`src/rtl/ghost_chase_ctrl.sv`:
```
`default_nettype none
// ============================================================================
// Module   : ghost_chase_ctrl
// Brief    : Per-frame ghost steering toward a scatter/chase target tile,
//            mode timer and sticky catch flag. GHOST_FRIGHT_EN adds the
//            frightened mode driven by power_pellet.
// Revision : 1.0
// ============================================================================
module ghost_chase_ctrl #(
  parameter int TILE           = 16,
  parameter int START_X        = 320,
  parameter int START_Y        = 240,
  parameter int SPEED          = 1,
  parameter int SCATTER_X      = 600,
  parameter int SCATTER_Y      = 8,
  parameter int SCATTER_FRAMES = 420,
  parameter int CHASE_FRAMES   = 1200,
  parameter int CATCH_DIST     = 8,
  parameter int FRIGHT_FRAMES  = 360
) (
  input  logic       frame_clk,
  input  logic       Reset,
  input  logic [9:0] pacX,
  input  logic [9:0] pacY,
  input  logic [3:0] wall_blk,
  input  logic       power_pellet,
  output logic [9:0] GhostX,
  output logic [9:0] GhostY,
  output logic [9:0] Ghost_X_Motion,
  output logic [9:0] Ghost_Y_Motion,
  output logic [1:0] ghost_mode,
  output logic       caught
);

  typedef enum logic [1:0] {SCATTER = 2'b00, CHASE = 2'b01, FRIGHT = 2'b10} modeT;
  // Encoding chosen so that reverse(dir) == dir ^ 2 and dir indexes wall_blk.
  typedef enum logic [1:0] {UP = 2'd0, LEFT = 2'd1, DOWN = 2'd2, RIGHT = 2'd3} dirT;

  localparam logic [9:0]  c_tile        = 10'(TILE);
  localparam logic [9:0]  c_half        = 10'(TILE / 2);
  localparam logic [9:0]  c_tileMask    = 10'(TILE - 1);
  localparam logic [9:0]  c_speed       = 10'(SPEED);
  localparam logic [9:0]  c_catchDist   = 10'(CATCH_DIST);
  localparam logic [9:0]  c_scatterX    = 10'(SCATTER_X);
  localparam logic [9:0]  c_scatterY    = 10'(SCATTER_Y);
  localparam logic [15:0] c_scatterLast = 16'(SCATTER_FRAMES - 1);
  localparam logic [15:0] c_chaseLast   = 16'(CHASE_FRAMES - 1);

  logic [9:0]  r_ghostX, r_ghostY, r_xMotion, r_yMotion;
  logic [9:0]  n_ghostX, n_ghostY, n_xMotion, n_yMotion;
  dirT         r_dir, n_dir;
  modeT        r_mode, n_mode;
  logic [15:0] r_modeTimer, n_modeTimer;
  logic        r_revPending, n_revPending;
  logic        r_caught, n_caught;

  logic        w_atCentre, w_inFright, w_revNow, w_move, w_overlap, w_found;
  logic [9:0]  w_tx, w_ty;
  logic [3:0]  w_cand;
  dirT         w_revDir, w_bestDir;
  logic [10:0] w_score, w_bestScore;

`ifdef GHOST_FRIGHT_EN
  modeT        r_prevMode, n_prevMode;
  logic [15:0] r_frightTimer, n_frightTimer;
  assign w_inFright = (r_mode == FRIGHT);
`else
  localparam int c_unusedFrightFrames = FRIGHT_FRAMES;
  logic w_unusedPellet;
  assign w_unusedPellet = power_pellet;
  assign w_inFright     = 1'b0;
`endif

  function automatic logic [9:0] absDiff(input logic [9:0] a, input logic [9:0] b);
    return (a >= b) ? (a - b) : (b - a);
  endfunction

  // Neighbour tile coordinates wrap like the tunnel, keeping each term 10 bits.
  function automatic logic [10:0] exitScore(input logic [1:0] d,
                                            input logic [9:0] gx, input logic [9:0] gy,
                                            input logic [9:0] tx, input logic [9:0] ty);
    logic [9:0] nx;
    logic [9:0] ny;
    nx = gx;
    ny = gy;
    case (d)
      2'd0:    ny = gy - c_tile;
      2'd1:    nx = gx - c_tile;
      2'd2:    ny = gy + c_tile;
      default: nx = gx + c_tile;
    endcase
    return {1'b0, absDiff(tx, nx)} + {1'b0, absDiff(ty, ny)};
  endfunction

  assign w_atCentre = ((r_ghostX & c_tileMask) == c_half) && ((r_ghostY & c_tileMask) == c_half);
  assign w_tx       = (r_mode == SCATTER) ? c_scatterX : pacX;
  assign w_ty       = (r_mode == SCATTER) ? c_scatterY : pacY;
  assign w_revDir   = dirT'(r_dir ^ 2'd2);

  always_comb begin
    w_cand = ~wall_blk;
    if (~wall_blk != (4'b0001 << w_revDir)) w_cand[w_revDir] = 1'b0;
  end

  always_comb begin
    w_found     = 1'b0;
    w_bestDir   = r_dir;
    w_bestScore = '0;
    w_score     = '0;
    for (int d = 0; d < 4; d++) begin
      w_score = exitScore(2'(d), r_ghostX, r_ghostY, w_tx, w_ty);
      if (w_cand[d] && (!w_found || (w_inFright ? (w_score > w_bestScore)
                                                : (w_score < w_bestScore)))) begin
        w_found     = 1'b1;
        w_bestDir   = dirT'(2'(d));
        w_bestScore = w_score;
      end
    end
  end

  always_comb begin
    n_ghostX     = r_ghostX;
    n_ghostY     = r_ghostY;
    n_xMotion    = r_xMotion;
    n_yMotion    = r_yMotion;
    n_dir        = r_dir;
    n_mode       = r_mode;
    n_modeTimer  = r_modeTimer;
    n_revPending = r_revPending;
    n_caught     = r_caught;
    w_revNow     = 1'b0;
    w_move       = 1'b0;
    w_overlap    = 1'b0;
`ifdef GHOST_FRIGHT_EN
    n_prevMode    = r_prevMode;
    n_frightTimer = r_frightTimer;
`endif
    if (!r_caught) begin
      w_revNow     = r_revPending;
      n_revPending = 1'b0;
      if (w_inFright) begin
`ifdef GHOST_FRIGHT_EN
        if (r_frightTimer <= 16'd1) begin
          n_mode        = r_prevMode;
          n_frightTimer = '0;
        end else begin
          n_frightTimer = r_frightTimer - 16'd1;
        end
`endif
      end else if (r_mode == CHASE) begin
        if (r_modeTimer == c_chaseLast) begin
          n_mode       = SCATTER;
          n_modeTimer  = '0;
          n_revPending = 1'b1;
        end else begin
          n_modeTimer = r_modeTimer + 16'd1;
        end
      end else begin
        if (r_modeTimer == c_scatterLast) begin
          n_mode       = CHASE;
          n_modeTimer  = '0;
          n_revPending = 1'b1;
        end else begin
          n_modeTimer = r_modeTimer + 16'd1;
        end
      end
`ifdef GHOST_FRIGHT_EN
      if (power_pellet) begin
        n_frightTimer = 16'(FRIGHT_FRAMES);
        if (!w_inFright) begin
          n_prevMode   = n_mode;
          n_mode       = FRIGHT;
          n_revPending = 1'b0;
          w_revNow     = 1'b1;
        end
      end
`endif

      if (w_revNow) begin
        n_dir  = w_revDir;
        w_move = 1'b1;
      end else if (w_atCentre) begin
        n_dir  = w_found ? w_bestDir : r_dir;
        w_move = w_found;
      end else begin
        w_move = 1'b1;
      end

      n_xMotion = '0;
      n_yMotion = '0;
      if (w_move) begin
        case (n_dir)
          UP:      n_yMotion = 10'd0 - c_speed;
          LEFT:    n_xMotion = 10'd0 - c_speed;
          DOWN:    n_yMotion = c_speed;
          default: n_xMotion = c_speed;
        endcase
      end
      n_ghostX = r_ghostX + n_xMotion;
      n_ghostY = r_ghostY + n_yMotion;

      w_overlap = (absDiff(pacX, n_ghostX) < c_catchDist) &&
                  (absDiff(pacY, n_ghostY) < c_catchDist);
`ifdef GHOST_FRIGHT_EN
      if (w_overlap && w_inFright) begin
        n_ghostX      = 10'(START_X);
        n_ghostY      = 10'(START_Y);
        n_xMotion     = '0;
        n_yMotion     = '0;
        n_dir         = LEFT;
        n_mode        = r_prevMode;
        n_frightTimer = '0;
        n_revPending  = 1'b0;
      end else if (w_overlap) begin
        n_caught = 1'b1;
      end
`else
      if (w_overlap) n_caught = 1'b1;
`endif
    end
  end

  always_ff @(posedge frame_clk or negedge Reset) begin
    if (!Reset) begin
      r_ghostX      <= 10'(START_X);
      r_ghostY      <= 10'(START_Y);
      r_xMotion     <= '0;
      r_yMotion     <= '0;
      r_dir         <= LEFT;
      r_mode        <= SCATTER;
      r_modeTimer   <= '0;
      r_revPending  <= 1'b0;
      r_caught      <= 1'b0;
`ifdef GHOST_FRIGHT_EN
      r_prevMode    <= SCATTER;
      r_frightTimer <= '0;
`endif
    end else begin
      r_ghostX      <= n_ghostX;
      r_ghostY      <= n_ghostY;
      r_xMotion     <= n_xMotion;
      r_yMotion     <= n_yMotion;
      r_dir         <= n_dir;
      r_mode        <= n_mode;
      r_modeTimer   <= n_modeTimer;
      r_revPending  <= n_revPending;
      r_caught      <= n_caught;
`ifdef GHOST_FRIGHT_EN
      r_prevMode    <= n_prevMode;
      r_frightTimer <= n_frightTimer;
`endif
    end
  end

  assign GhostX         = r_ghostX;
  assign GhostY         = r_ghostY;
  assign Ghost_X_Motion = r_caught ? 10'd0 : r_xMotion;
  assign Ghost_Y_Motion = r_caught ? 10'd0 : r_yMotion;
  assign ghost_mode     = r_mode;
  assign caught         = r_caught;

endmodule
`default_nettype wire

```
`config.mk`:
```
export PLATFORM = sky130hd
export DESIGN_NAME = ghost_chase_ctrl
export DESIGN_NICKNAME = d
export VERILOG_FILES = /design/src/rtl/ghost_chase_ctrl.sv
export SDC_FILE = /design/constraint.sdc
export NUM_CORES = 1
export LEC_CHECK = 0
export CORE_MARGIN = 3
export CORE_UTILIZATION = 60
export CTS_CLUSTER_DIAMETER = 100
export DETAILED_ROUTE_END_ITERATION = 16
export DONT_BUFFER_PORTS = 1
export PLACE_DENSITY = 0.76
export SYNTH_ARGS = -nofsm -noshare
export SYNTH_HDL_FRONTEND = slang
export SYNTH_SLANG_ARGS = --single-unit
```
`constraint.sdc`:
```
create_clock -name frame_clk -period 17.2 [get_ports frame_clk]
set_clock_uncertainty 0.1 [all_clocks]
set_input_delay 3.44 -clock frame_clk [delete_from_list [all_inputs] [get_ports frame_clk]]
set_output_delay 3.44 -clock frame_clk [all_outputs]
set_load 0.01 [all_outputs]
```
Word level (Yosys, flattened, before mapping)
Cells that the tools add are included.

cells by class
  reductions and logical operators = 17
  equality and inequality tests = 9
  order comparisons = 15
  muxes and demuxes = 50
  $add $sub $neg = 27
  shift operators = 1
  bitwise gates (word level) = 5

operators by type and width
  cell                                                  count
  two-way mux 10 bit                                    16
  subtractor 10 bit                                     16
  greater-or-equal comparator 10 bit                    8
  two-way mux 16 bit                                    3
  adder 10 x 10 -> 11 bit                               4
  case mux 10 bit (2 select lines)                      2
  < comparator 11 bit                                   3
  two-way mux 11 bit                                    3
  two-way mux 2 bit                                     11
  adder 10 bit                                          2
  adder 10 x 5 -> 10 bit (second input constant)        2
  < comparator 10 x 4 -> 1 bit (second input constant)  2
  subtractor 10 x 5 -> 10 bit (second input constant)   2
  adder 16 x 1 -> 16 bit (second input constant)        1
  == test 16 x 11 -> 1 bit (second input constant)      1
  == test 16 x 9 -> 1 bit (second input constant)       1
  two-way mux 1 bit                                     13
  == test 4 bit (second input constant)                 2
  NOT 4 bit                                             2
  logical AND 1 bit                                     6
  bitwise AND 4 bit                                     1
  == test 2 x 1 -> 1 bit (second input constant)        2
  zero test 2 bit                                       2
  two-way mux 4 bit                                     1
  other kinds (13)                                      18

storage, ports and cells
  input port bits = 27
  register bits after elaboration = 62
  output and inout bits = 43
  logic and storage cells = 133

Depth between registers and ports, before layout
  depth in word-level cells = 37
  mapped depth = 66
  mapped depth without buffers = 61

Least setup slack after synthesis
OpenSTA, ideal clock, no wires.

  path type = input to register
  from = input port pacX[0]
  to = register r_caught (netlist: caught)
  setup time = 0.120 ns
  stages on the path = 61
  data arrival time = 16.070 ns
  data required time = 16.980 ns
  path buffers = 4
  setup slack = 0.909 ns
  cell sequence = nand2_1 ha_1 inv_1 fa_1 a21o_1 a21oi_4 o21bai_4 a2111oi_4 nor3_1 o41ai_2 buf_6 mux2_2 ha_1 a21o_1 a21oi_1 o21bai_1 a21oi_1 o21ai_0 (+25 left out) ha_1 a21o_1 a21oi_1 nor2b_1 o21a_1 o41a_1 xnor2_1 inv_1 ha_1 nand2_1 or4_1 a32oi_2 buf_4 mux2i_1 a221oi_1 xor2_1 o211a_1 a41o_1

between the ends
  cells in the longest elaborated chain, start to end = 33
  elaborated cells on any way between the ends = 69
  those cells by class = add/sub: 16; order compare: 10; eq/ne: 2; mux: 30; reduce/logical: 11

ends and longest elaborated chain
  what                                                                     RTL line  text
  start, declared                                                          23        input logic [9:0] pacX,
  two-way mux 10 bit                                                       96        assign w_tx = (r_mode == SCATTER) ? c_scatterX : pacX;
  subtractor 10 bit or greater-or-equal comparator 10 bit (tied branches)  75        return (a >= b) ? (a - b) : (b - a);
  two-way mux 10 bit                                                       75
  adder 10 x 10 -> 11 bit                                                  92        return {1'b0, absDiff(tx, nx)} + {1'b0, absDiff(ty, ny)};
  two-way mux 11 bit                                                       112       if (w_cand[d] && (!w_found || (w_inFright ? (w_score > w_bestScore)
  < comparator 11 bit                                                      113       : (w_score < w_bestScore)))) begin
  logical OR 1 bit                                                         112
  logical AND 1 bit                                                        112
  (+18 left out)                                                           n/a
  adder 10 bit                                                             199       n_ghostX = r_ghostX + n_xMotion;
  subtractor 10 bit or greater-or-equal comparator 10 bit (tied branches)  75
  two-way mux 10 bit                                                       75
  < comparator 10 x 4 -> 1 bit                                             202       w_overlap = (absDiff(pacX, n_ghostX) < c_catchDist) &&
  logical AND 1 bit (*)                                                    202
  two-way mux 1 bit (*)                                                    218       if (w_overlap) n_caught = 1'b1;
  two-way mux 1 bit (*)                                                    138       if (!r_caught) begin
  named net n_caught                                                       55        logic r_caught, n_caught;
  end signal, assigned                                                     247       r_caught <= n_caught;
  end, declared                                                            55

The timed path passes the listed nets; every way through them passes the cells marked *. The select of a mux whose other input is x is not followed.
A chain may end at the register's enable or synchronous reset.

Worst setup path after layout
Ends and elaborated chain as after synthesis.

==> summary.md <==
| Metric | Value |
|---|---|
| Sequential share of the synthesized area | `10.64%` |
| DRT iter0 DRCs | `544` |
| Clock sink total | `45` |
| Mux cell area share after synthesis | `6.838%` |
| Ys flop type | `dfrtp_1` |
| Final Hold Fails | `0` |
| Max-slew headroom | `32.70%` |
| Port Buffers | `0` |
| Synthesized area | `between 10,000 and 15,000 um^2` |
| Fmax | `approximately 61 MHz` |
| Most used cell, CP | `ha_1` |
| Synth warnings | `0` |
| Layout area overhead | `3.472%` |
| Post-synthesis cell count | `1,348` |
| Rows | `48` |
| Xor/xnor share of the synthesized area | `10.76%` |
| Critical Path End Type | `register` |
| Cts hold-fix bufs | `0` |
| Ports | `70` |
| CP Launch Type | `input pin` |
| Tmin final | `roughly 17,000 ps` |
| Max-cap viol count | `0` |
| Final Cycle Share | `96.03%` |
| Top cells by count, synth | `ha_1 (211), inv_1 (145), a21oi_1 (118)` |
| WHS | `372.8 ps` |
| Worst hold path type | `register to register` |
| Fraction of the mapped netlist area in adder cells | `a little over a quarter` |
| Largest net degree at the start of global routing | `46` |
| Detailed placement HPWL | `about 22,000 um` |
| Gr ovfl total | `0` |
| Clock Path Buffers | `2` |
| Final slew viol count | `0` |
| WP data required | `17,330 ps` |
| Residual DRC | `0` |
| Biggest area consumer among synthesized cells | `ha_1` |
| Async SR Flop Fraction | `100.0%` |
| Total number of vias | `9,252` |
| Setup violators final | `0` |
| Worst-Margin Slew | `1005 ps` |
| Syn Nets | `1,596` |
| Synth Area in Compound Gates | `23.40%` |
| Critical path's largest stage delay | `500 ps` |
| Clk_lat worst skew | `290 ps` |
| GPL Wtd Cong | `0.9150` |
| CTS clk-pin slew, worst paths | `70 ps` |
| Simple-gate portion of the synthesized area | `13.82%` |
| First-pass GRT wire length | `42,680 um` |
| Ant diodes | `0` |
| Post-synth EDFFs | `0` |
| Die height | `about 140 um` |
| Starting density of the core | `61.46%` |
| Vias/cell | `5.969` |
| Top cell type's share of synthesized area | `24.75%` |
| CTS Buf Count | `5` |
| GR Util All Layers | `roughly a quarter` |
| Most frequent cell after synthesis | `ha_1` |
| Outcome | `completed` |
| Total Wirelength | `roughly 26,000 um` |
| Worst EP arrival | `16,640 ps` |
| Largest family of logic cells by synthesized area | `adder cells` |
| Full die area | `19,420 um^2` |
| Critical-path maximum fanout | `17` |
| Area of the core | `17,360 um^2` |
| Yosys cell types | `78` |
| Initial antenna violation count | `0` |
| Final ANT Viol Nets | `0` |
| Vias in the first global route | `about 8,900` |
| Critical setup path kind | `input pin to register` |
| Die width | `roughly 140 um` |
| CP max-delay cell | `a2111oi_0` |
| Ratio of cells with drive above 1 in the final layout | `7.396%` |
| Root Driver | `clkbuf_16` |
| Post-synthesis average cell area | `between 7 and 8 um^2` |
| DR WL/cell | `16.71 um` |
| Nets | `1,572` |
| Synth Register Bits | `45` |
| H-tree depth | `2` |
| Top area cells in the synthesized netlist | `ha_1 (25%), dfrtp_1 (8.9%), xnor2_1 (7.3%)` |
| Drt first pass iters | `5` |
| Dpl cells | `between 1,500 and 2,000` |
| Finished Layout Cells | `approximately 1,600` |
| CTS tree | `yes` |
[final timing paths]
kind	slack, ps	to	startpoint	cells after the start
setup / recovery	680	caught	pacX[0]	60
hold / removal	370	r_modeTimer[15]	r_modeTimer[15]	1
setup reg to reg	2920	caught	ghost_mode[0]	60
hold reg to reg	370	r_modeTimer[15]	r_modeTimer[15]	1
max in group asynchronous	14060	GhostX[8]	Reset	0
min in group asynchronous	2730	r_yMotion[8]	Reset	0
[area by class of cell]
type | count | area, um^2
tap | 225 | 281.5
timing repair buffer | 24 | 183.9
clock buffer | 5 | 125.1
fill | 1498 | 6319
clock inverter | 3 | 21.27
sequential | 45 | 1136
multi-input combinational | 1103 | 8746
inverter | 145 | 544.3
[cells by family (layout without fill, tap and decap cells)]
logic type,count (synthesis),after routing
AO/OA/AOI/OAI,371,371
buffers and inverters,200,177
AND/OR/NAND/NOR,310,310
XOR/XNOR,131,131
multiplexers,69,69
other,1,1
flip-flops,45,45
adder cells (fa/ha/maj),221,221
[critical path, delay by kind of cell]
kind / cells / cell delay (ps)
xor gates and xnor gates: 4 / 820
buffers and inverters: 6 / 1110
AOI/OAI and AO/OA: 31 / 6970
muxes: 3 / 800
and+or+nand+nor: 8 / 1160
adders and majority gates: 8 / 2320
[metal layers]
| layer | share of wire [%] | vias to the layer above | global-route usage [%] |
|---|---|---|---|
| met5 | 0 | - | 0 |
| met4 | 2.6 | 0 | 7.209 |
| met3 | 5.3 | 33 | 3.093 |
| met2 | 45 | 217 | 42.90 |
| met1 | 47 | 4303 | 35.47 |
| li1 | - | 4699 | - |
[metrics by stage]
step	cell area [um^2]	setup slack, ps	TNS (ps)	utilization (%)
final	11040	682.6	0	63.60
after global routing	11040	-30.08	-30.08	63.60
after CTS	10970	258.7	0	63.20
after detailed placement	10820	61.51	0	62.36
after global placement	10820	276.4	0	62.36
after floorplan	10670	909.2	0	-
[flip-flops by register name, indices dropped and copies added, names as in the netlist]
signal,cells
GhostY,10
r_modeTimer,16
r_revPending,1
caught,1
r_dir,2
ghost_mode,1
r_yMotion,2
GhostX,10
r_xMotion,2
[timing repair]
action | in CTS | in global routing
setup endpoints to repair | 0 | 1
buffers inserted | 0 | 2
resized for setup | 0 | 11
[placed cells by master (no fill, tap or decap), types with 5 or more instances in the layout]
cell type	synthesis	final
a211oi_1	9	8
a21o_1	63	63
a21oi_1	118	116
a31oi_1	7	6
and2_1	7	7
and3_1	7	7
buf_4	19	23
clkbuf_16	0	5
dfrtp_1	38	37
dfstp_2	7	7
fa_1	10	10
ha_1	211	211
inv_1	145	145
mux2_2	30	30
mux2i_1	38	37
nand2_1	95	95
nand2b_1	12	12
nand3_1	22	22
nand4_1	14	14
nor2_1	81	81
nor2b_1	21	19
nor3_1	27	27
o211ai_1	8	8
o21a_1	16	16
o21ai_0	56	54
o21bai_1	25	25
o221ai_1	5	5
o22ai_1	9	9
o31ai_1	5	5
xnor2_1	89	88
xor2_1	42	42
Power is left out: the tool's default activity adds up to more than one toggle a clock period on the data nets, which glitch-free logic cannot reach.
